--- src/rtl/acc_sum_accumulator.sv ---
// acc_sum_accumulator: sums ACC_LEN adder results per frame and hands the total downstream.
// Build macro ACC_OVF_EN adds a sticky carry-out flag on port ovf.
module acc_sum_accumulator #(
    parameter int WIDTH1  = 8,
    parameter int WIDTH2  = 8,
    parameter int ACC_LEN = 4,
    parameter int ACC_W   = 18
) (
    input  logic                     clk,
    input  logic                     rst,
    input  logic                     clr,
    input  logic                     in_valid,
    output logic                     in_ready,
    input  logic [WIDTH1+WIDTH2-1:0] sum_in,
    output logic                     out_valid,
    input  logic                     out_ready,
    output logic [ACC_W-1:0]         acc_out
`ifdef ACC_OVF_EN
    ,
    output logic                     ovf
`endif
);

    localparam int CNT_W = (ACC_LEN > 1) ? $clog2(ACC_LEN) : 1;
    localparam logic [CNT_W-1:0] LAST = CNT_W'(ACC_LEN - 1);

    typedef enum logic [1:0] {
        IDLE,
        ACCUM,
        HOLD
    } state_t;

    state_t           state;
    logic [ACC_W-1:0] acc;
    logic [ACC_W-1:0] sum_ext;
    logic [ACC_W-1:0] next_acc;
    logic [CNT_W-1:0] count;
    logic             last;

    assign sum_ext  = ACC_W'(sum_in);
    assign in_ready = (state != HOLD);
    // With ACC_LEN == 1 the count never leaves zero, so every accept completes a frame.
    assign last     = (count == LAST);

`ifdef ACC_OVF_EN
    logic carry;
    logic ovf_sticky;
    assign {carry, next_acc} = {1'b0, acc} + {1'b0, sum_ext};
`else
    assign next_acc = acc + sum_ext;
`endif

    // Frame sequencer: clr outranks everything but rst and drops any same-cycle accept.
    always_ff @(posedge clk or posedge rst) begin
        if (rst) begin
            state      <= IDLE;
            acc        <= '0;
            count      <= '0;
            acc_out    <= '0;
            out_valid  <= 1'b0;
`ifdef ACC_OVF_EN
            ovf        <= 1'b0;
            ovf_sticky <= 1'b0;
`endif
        end else if (clr) begin
            state      <= IDLE;
            acc        <= '0;
            count      <= '0;
            out_valid  <= 1'b0;
`ifdef ACC_OVF_EN
            ovf_sticky <= 1'b0;
`endif
        end else begin
            case (state)
                IDLE, ACCUM: begin
                    if (in_valid) begin
                        if (last) begin
                            acc_out    <= next_acc;
                            out_valid  <= 1'b1;
                            acc        <= '0;
                            count      <= '0;
                            state      <= HOLD;
`ifdef ACC_OVF_EN
                            ovf        <= ovf_sticky | carry;
                            ovf_sticky <= 1'b0;
`endif
                        end else begin
                            acc        <= next_acc;
                            count      <= count + CNT_W'(1);
                            state      <= ACCUM;
`ifdef ACC_OVF_EN
                            ovf_sticky <= ovf_sticky | carry;
`endif
                        end
                    end
                end
                HOLD: begin
                    if (out_ready) begin
                        out_valid <= 1'b0;
                        state     <= IDLE;
                    end
                end
                default: begin
                    state <= IDLE;
                end
            endcase
        end
    end

endmodule

--- config.mk ---
export PLATFORM = sky130hd
export DESIGN_NAME = acc_sum_accumulator
export DESIGN_NICKNAME = d
export VERILOG_FILES = /design/src/rtl/acc_sum_accumulator.sv
export SDC_FILE = /design/constraint.sdc
export NUM_CORES = 1
export LEC_CHECK = 0
export BUFFER_PORTS_ARGS = -buffer_cell sky130_fd_sc_hd__buf_2
export CORE_MARGIN = 10
export CORE_UTILIZATION = 40
export CTS_BUF_LIST = sky130_fd_sc_hd__clkbuf_4
export DETAILED_ROUTE_END_ITERATION = 8
export SETUP_SLACK_MARGIN = 0.5
export SLEW_MARGIN = 20
export SYNTH_ARGS = -nofsm -noshare
export SYNTH_HDL_FRONTEND = slang
export SYNTH_SLANG_ARGS = --single-unit
--- constraint.sdc ---
create_clock -name clk -period 5.3 [get_ports clk]
set_input_delay 1.06 -clock clk [delete_from_list [all_inputs] [get_ports clk]]
set_output_delay 1.06 -clock clk [all_outputs]
set_load 0.005 [all_outputs]
# == Word-level counts from Yosys, hierarchy flattened ==
# Cells that the tools add are included.
# Widths: inputs -> output; s select.
# op_classes
n_addsub,2
multipliers,0
eq_ne,7
n_mux,18
shifts,0
n_div,0
n_bitwise,1
n_reduce_logical,9
order_cmp,0
# ops
op,count
$mux 18,4
$add 18x16->18,1
$mux 2,8
$ne 3x3->1 const B,3
$reduce_and 4->1,2
$eq 2x2->1 const B,2
$mux 1,4
$pmux 2 s2,1
$reduce_and 2->1,2
$reduce_bool 2->1,2
$reduce_bool 3->1,1
$add 2x1->2 const B,1
$eq 2x1->1 const B,1
$logic_not 2->1,1
$ne 2x2->1 const B,1
$pmux 1 s2,1
$reduce_or 2->1,1
$not 1->1,1
# totals
memories,0
output_inout_bits,20
mem_bits_rw,0
mem_bits_ro,0
regBits,41
latch_bits,0
in_bits,21

# == Longest topological paths before layout ==
# Gate-level depths: netlist of run 1.
# depth
ltp_word,5
depth_mapped,9
mapped_depth_nobuf,9

# == Least setup slack after synthesis of run 1 ==
# OpenSTA, ideal clock, no wires.
# synth_timing
path_type,input to register
from,in sum_in[0]
to,reg acc_out[14]
path_slack_ps,2322
setup_time_ps,125
t_required_ps,5175
arrival_time_ps,2853
path_stages,9
n_path_buf,0
path_cell_list,ha_1 > fa_1 > a21oi_1 > nand4b_1 > a21oi_2 > o41ai_4 > o21ai_1 > xnor2_1 > mux2_2
# synth_between
elab_chain_len,1
# synth_rtl
element,line,source
start: declaration,14,"input logic [WIDTH1+WIDTH2-1:0] sum_in,"
$add 18x16->18,50,assign next_acc = acc + sum_ext;
end signal: assignment,78,acc_out <= next_acc;
end: declaration,17,output logic [ACC_W-1:0] acc_out
# No other way between the ends.
# A chain may end at the register's enable or synchronous reset.

# == Worst setup path in the final report of run 1 ==
# Same ends and word-level chain as after synthesis.

==> impl_metrics.json, run 1 <==
{
  "status": "finished clean",
  "layout_worst_path_cycle_share_pct": 54.5,
  "die_height_um": 95.9,
  "count_of_endpoints_failing_setup_in_the_final_report": 0,
  "worstSetupStartpointType": "primary input",
  "timing.critical_path.from": "sum_in[0]",
  "syn_area_sq_um": 2310,
  "worstPathBufferInverterCount": 1,
  "synth-async-reset-ratio_pct": 100,
  "first_global_vias": 1769,
  "grt_remaining_overflow": 0,
  "worstSetupEndpointType": "flop",
  "worst_r2r_path_depth": 9,
  "number_of_buffers_added_to_fix_hold_violations_after_cts": 0,
  "avgRoutedWirePerCell_um": 14.6,
  "syn_nets": 268,
  "syn_avg_cell_area_sq_um": 10.1,
  "worst_r2r_endpoint": "acc_out[14]$_DFFE_PP0P_",
  "cts_resized": 0,
  "pwr-share-clk_pct": 17.5,
  "sequential_power_share_pct": 47.5,
  "drt-initial-drc-count": 57,
  "clk_root_buffer_cell": "clkbuf_4",
  "h-tree-depth": 2,
  "synthDistinctLibCells": 38,
  "routed_wirelength_mm": 5.01,
  "timing_hold_violations_final": 0,
  "clock_insertion_delay_worst_skew_ns": 0.34,
  "leakage_nw": 1.34,
  "power.net_switching_mw": 0.294,
  "endpoint": "acc_out[14]$_DFFE_PP0P_",
  "path_delay_family": "compound AO/OA/AOI/OAI gates",
  "hp-class": "reg2reg",
  "timing.critical_path.slowest_cell_delay_ns": 0.40,
  "synth_edf_count": 0,
  "clkSlewWorstSetupHoldPaths_ns": 0.12,
  "top_level_ports": 41,
  "largest_net_degree_at_the_start_of_global_routing": 42,
  "cp.arrival_ns": 3.12,
  "grt_first_pass_wirelength_mm": 8.45,
  "finalClockSkew_ns": 0.00679,
  "tightest_slew_ns": 0.944,
  "synthCells": 229,
  "path_cells": "buf_2 -> ha_1 -> fa_1 -> a21oi_1 -> nand4b_1 -> a21oi_2 -> o41ai_4 -> o21ai_1 -> xnor2_1 -> mux2_2",
  "final.min_clock_period_ns": 2.89,
  "crit_slowest_cell": "fa_1",
  "die_width_um": 95.9,
  "hpwlAfterDp_mm": 3.75,
  "critPathKind": "in2reg",
  "tns_ns": 0,
  "core-area_sq_um": 5540,
  "cts.path.max_buffers": 2,
  "diodes": 0,
  "slew_headroom_pct": 36.9,
  "setup_repair_after_global_routing_missed_its_margin": "no",
  "dominantRegCellSynth": "dfrtp_1",
  "critical_path.reg2reg.startpoint": "acc[0]$_DFFE_PP0P_",
  "rows": 27,
  "power_density_nw_per_um2": 322,
  "holdPathStages": 2,
  "detail_route.first_pass.iterations": 4,
  "vias": 1757,
  "cts_num_sinks": 41,
  "post-route-drc-count": 0,
  "p_int_mw": 0.554,
  "final.fill_count": 568,
  "synth_warnings": 0,
  "critical_path_cell_count": 10,
  "fmax_ghz": 0.346,
  "tritoncts": "yes",
  "ys_ff_latch": 41,
  "slew_limit_fails": 0,
  "critPathMaxFanout": 3,
  "required_arrival_time_at_the_worst_endpoint_ns": 5.54,
  "yosysSeqAreaShare_pct": 44.5,
  "numCtsBuffers": 5,
  "floorplan.initialDensity_pct": 41.6,
  "switching_share_pct": 34.6,
  "drtAntennaViolNets": 0,
  "power.total_mw": 0.848,
  "final_layout_size_suffix_gt1_share_pct": 23.2,
  "port_buffers": 40,
  "area_delta_synth_final_pct": 14.1,
  "timing.max_cap.violations": 0,
  "power.combinational.fraction_pct": 35.0,
  "track_usage_pct": 11.5,
  "fp.dieArea_sq_um": 9200,
  "vias_per_cell": 5.12,
  "finalWeightedCongestion": 0.758,
  "antenna_violations_before_repair": 0,
  "cts_setup_buffers": 0,
  "final_net_count": 309,
  "r2r_setup_slack_ns": 2.84,
  "vdd_ir_drop_max_mv": 0.148
}
## logic make-up (layout without fill, tap and decap cells)
| logic type | count (synthesis) | after routing | synth area share, % |
|---|---|---|---|
| xor gates and xnor gates | 16 | 16 | 6.08 |
| DFF | 41 | 41 | 44.5 |
| muxes | 8 | 8 | 3.85 |
| buffers and inverters | 12 | 54 | 1.95 |
| AOI/OAI and AO/OA | 73 | 73 | 21.0 |
| and+or+nand+nor | 61 | 61 | 12.5 |
| adders and majority gates | 18 | 18 | 10.1 |
## worst min path at each step
stage,startpoint,endpoint,slack (ns)
finish,acc_out[5]$_DFFE_PP0P_,acc_out[5]$_DFFE_PP0P_,0.49
global route,acc_out[6]$_DFFE_PP0P_,acc_out[6]$_DFFE_PP0P_,0.53
CTS,acc_out[5]$_DFFE_PP0P_,acc_out[5]$_DFFE_PP0P_,0.49
detailed placement,acc_out[5]$_DFFE_PP0P_,acc_out[5]$_DFFE_PP0P_,0.47
global placement,acc_out[6]$_DFFE_PP0P_,acc_out[6]$_DFFE_PP0P_,0.46
floorplan,acc[12]$_DFFE_PP0P_,acc[12]$_DFFE_PP0P_,0.45
## through the flow
stage	worst slack [ns]	instances	area, sq um	utilization (%)	hold slack [ns]
3_5_place_dp	2.05	335	2580	46.6	0.466
3_3_place_gp	2.06	335	2580	46.6	0.459
4_1_cts	2.43	343	2630	47.5	0.494
2_1_floorplan	2.32	229	2310	-	0.454
6_report	2.41	343	2630	47.5	0.488
5_1_grt	2.30	343	2630	47.5	0.527
## final cells by class
type,count,area [sq um],area share (%)
Sequential cell,41,1030,39.0
Tap cell,72,90.1,3.42
Clock buffer,5,37.5,1.43
Timing Repair Buffer,42,215,8.18
Multi-Input combinational cell,176,1230,46.9
Clock inverter,3,12.5,0.476
Inverter,4,15.0,0.571
## sequential cells by signal, summed over array words and instances, names as in the netlist
signal and cells:
acc 18, acc_out 18, count 2, out_valid 1, state 2
## layer usage
layer	up-vias	global-route usage [%]	share of wire [%]
li1	905	-	-
met1	802	15.9	50
met2	46	17.0	43
met3	4	3.50	6.6
met4	0	3.32	0.80
met5	-	0	0
## power groups by stage
stage	sequential, mW	combinational, mW	clock, mW
2_1_floorplan	0.409	0.209	0
3_3_place_gp	0.408	0.299	0
3_5_place_dp	0.409	0.302	0
4_1_cts	0.404	0.302	0.157
5_1_grt	0.412	0.340	0.170
6_report	0.403	0.297	0.148
## worst min-delay path, cell delays in order, from the launching register on
cell and delay, ns:
dfrtp_1 0.36, nand2_1 0.04, o21ai_0 0.06
## Yosys cell counts, types with 2 or more instances
library cell,number,share of area (%)
inv_1,4,0.65
xnor2_1,8,3.0
o21ai_0,26,5.6
clkbuf_1,8,1.3
xor2_1,8,3.0
a31oi_1,4,1.1
nand2b_1,4,1.1
dfrtp_1,41,44
nand3_1,2,0.43
o21a_1,2,0.65
a21oi_1,16,3.5
a21oi_2,3,1.1
ha_1,17,9.2
a22o_1,7,2.7
nor2_1,9,1.5
a21o_1,7,2.3
nor2b_1,2,0.54
nand4_1,3,0.81
nand2_1,33,5.4
mux2_2,7,3.4
## placed cells by master (no fill, tap or decap), types with 2 or more instances in the layout
cell type,count
xor2_1,8
nand2_1,33
a21oi_1,16
nor2_1,9
nor2b_1,2
o21ai_0,26
mux2_2,7
clkinv_1,2
nand3_1,2
a22o_1,7
inv_1,4
a31oi_1,4
o21a_1,2
nand4_1,3
dfrtp_1,41
xnor2_1,8
buf_4,2
a21o_1,7
buf_2,40
clkbuf_4,5
a21oi_2,3
nand2b_1,4
ha_1,17
Power figures use the tool's default switching activity.
==> run 2, diff against run 1 <==
==> constraint.sdc (replaced) <==
create_clock -name clk -period 2.81 [get_ports clk]
set_input_delay 0.562 -clock clk [delete_from_list [all_inputs] [get_ports clk]]
set_output_delay 0.562 -clock clk [all_outputs]
set_load 0.005 [all_outputs]
==> impl_metrics.json, run 2 (synthesized netlist as in run 1, its figures left out) <==
{
  "setup_repair_after_global_routing_missed_its_margin": "yes",
  "reg_top3": "acc: 18 flops, acc_out: 18 flops",
  "critPathKind": "reg2reg",
  "layout.cells.most_common": "dfrtp_1",
  "diodes": 0,
  "slew_headroom_pct": 55.1,
  "final.setup.worst_slack_ns": 0.515,
  "routed_wirelength_mm": 4.97,
  "hpwlAfterDp_mm": 3.80,
  "largest_net_degree_at_the_start_of_global_routing": 42,
  "track_usage_pct": 11.6,
  "required_arrival_time_at_the_worst_endpoint_ns": 3.06,
  "vdd_ir_drop_max_mv": 0.240,
  "tightest_slew_ns": 0.673,
  "layout.area.seq_sq_um": 1030,
  "power.combinational.fraction_pct": 31.8,
  "cts.path.max_buffers": 2,
  "top_level_ports": 41,
  "vias": 1737,
  "critPathMaxFanout": 3,
  "drt-initial-drc-count": 80,
  "grt_first_pass_wirelength_mm": 8.40,
  "die_width_um": 95.9,
  "worst_path_most_repeated_cell": "a21oi_2",
  "timing.max_cap.violations": 0,
  "worstSetupEndpointType": "flop",
  "slew_limit_fails": 0,
  "multi_input_comb_area_sq_um": 1270,
  "finalClockSkew_ns": 0.0104,
  "sequential_power_share_pct": 41.9,
  "power_density_nw_per_um2": 658,
  "final.fill_count": 516,
  "worst_r2r_endpoint": "acc_out[14]$_DFFE_PP0P_",
  "path_cells": "ha_4 -> fa_2 -> a21oi_2 -> nand4b_1 -> a21oi_2 -> o41ai_4 -> o21ai_1 -> xnor2_1 -> mux2_2",
  "antenna_violations_before_repair": 0,
  "power.net_switching_mw": 0.573,
  "area_delta_synth_final_pct": 19.6,
  "tritoncts": "yes",
  "cp.arrival_ns": 2.55,
  "clk_root_buffer_cell": "clkbuf_4",
  "floorplan.initialDensity_pct": 41.6,
  "cts_num_sinks": 41,
  "number_of_buffers_added_to_fix_hold_violations_after_cts": 0,
  "count_of_endpoints_failing_setup_in_the_final_report": 0,
  "p_int_mw": 1.24,
  "clock_insertion_delay_worst_skew_ns": 0.36,
  "finalWeightedCongestion": 0.796,
  "numCtsBuffers": 5,
  "core-area_sq_um": 5540,
  "critical_path.reg2reg.startpoint": "acc[0]$_DFFE_PP0P_",
  "fp.dieArea_sq_um": 9200,
  "clkSlewWorstSetupHoldPaths_ns": 0.13,
  "fmax_ghz": 0.436,
  "die_height_um": 95.9,
  "worstSetupStartpointType": "flop",
  "crit_slowest_cell": "dfrtp_1",
  "vias_per_cell": 4.99,
  "tns_ns": 0,
  "detail_route.first_pass.iterations": 4,
  "r2r_setup_slack_ns": 0.51,
  "timing.critical_path.slowest_cell_delay_ns": 0.44,
  "final_cell_mix": "dfrtp_1 (41), buf_2 (40), nand2_1 (32), o21ai_0 (25), ha_1 (16)",
  "grt_remaining_overflow": 0,
  "switching_share_pct": 31.6,
  "drtAntennaViolNets": 0,
  "pwr-share-clk_pct": 26.3,
  "layout_worst_path_cycle_share_pct": 81.7,
  "post-route-drc-count": 0,
  "avgRoutedWirePerCell_um": 14.3,
  "timing_hold_violations_final": 0,
  "final_net_count": 314,
  "first_global_vias": 1822,
  "final_layout_size_suffix_gt1_share_pct": 27.2,
  "port_buffers": 40,
  "place_ws_ns": 0.181,
  "final.min_clock_period_ns": 2.30,
  "final_core_util_pct": 49.8,
  "worst_r2r_path_depth": 9,
  "rows": 27,
  "h-tree-depth": 2,
  "status": "finished clean",
  "leakage_nw": 1.39,
  "hp-class": "in2async"
}
run 2: worst max-delay path: cells and delay by family, from the launching register on:
family / cells / cell delay, ns
DFF: 1 / 0.44
adders and majority gates: 2 / 0.51
and+or+nand+nor: 1 / 0.16
muxes: 1 / 0.26
AOI/OAI and AO/OA: 4 / 0.68
xor gates and xnor gates: 1 / 0.15
run 2: how the worst max path moves through the flow:
stage                        from                 endpoint  slack, ns  cells past startpoint
2_1_floorplan           sum_in[0]  acc_out[14]$_DFFE_PP0P_       0.47                      9
3_3_place_gp            sum_in[0]  acc_out[14]$_DFFE_PP0P_       0.22                     10
3_5_place_dp            sum_in[0]  acc_out[14]$_DFFE_PP0P_       0.18                     10
4_1_cts        acc[0]$_DFFE_PP0P_  acc_out[14]$_DFFE_PP0P_       0.46                      9
5_1_grt        acc[0]$_DFFE_PP0P_  acc_out[14]$_DFFE_PP0P_       0.41                      9
6_report       acc[0]$_DFFE_PP0P_  acc_out[14]$_DFFE_PP0P_       0.51                      9
run 2: power groups by stage:
| stage | combinational [mW] | sequential [mW] | clock (mW) |
|---|---|---|---|
| 3_3_place_gp | 0.567 | 0.772 | 0 |
| 6_report | 0.577 | 0.761 | 0.478 |
| 4_1_cts | 0.578 | 0.763 | 0.495 |
| 3_5_place_dp | 0.572 | 0.774 | 0 |
| 5_1_grt | 0.650 | 0.777 | 0.519 |
| 2_1_floorplan | 0.397 | 0.773 | 0 |
run 2: area by class of cell:
class	instances	area share, %
clock inverter	3	2.36
tap	72	3.27
sequential	41	37.2
inverter	4	0.544
timing repair buffer	47	9.17
clock buffer	5	1.36
multi-input combinational	176	46.1
run 2: repair_timing:
item / in CTS / in global routing
gates resized for setup: 0 / 4
endpoints found under the setup margin: 2 / 12
setup buffers: 1 / 1
pin swaps: 0 / 3
run 2: layer usage:
layer	share of wire [%]	global-route usage [%]	wire, um
met1	50	15.0	2500
met2	43	17.8	2160
met3	5.2	3.74	260
met4	1.0	3.69	51
met5	0	0	0
run 2: stage by stage:
step | hold slack [ns] | power, mW | instances | instance area [sq um]
after floorplan | 0.454 | 1.17 | 229 | 2320
after global placement | 0.458 | 1.34 | 338 | 2620
after detailed placement | 0.469 | 1.35 | 338 | 2620
after CTS | 0.320 | 1.84 | 347 | 2730
after global routing | 0.335 | 1.95 | 348 | 2760
final | 0.308 | 1.82 | 348 | 2760
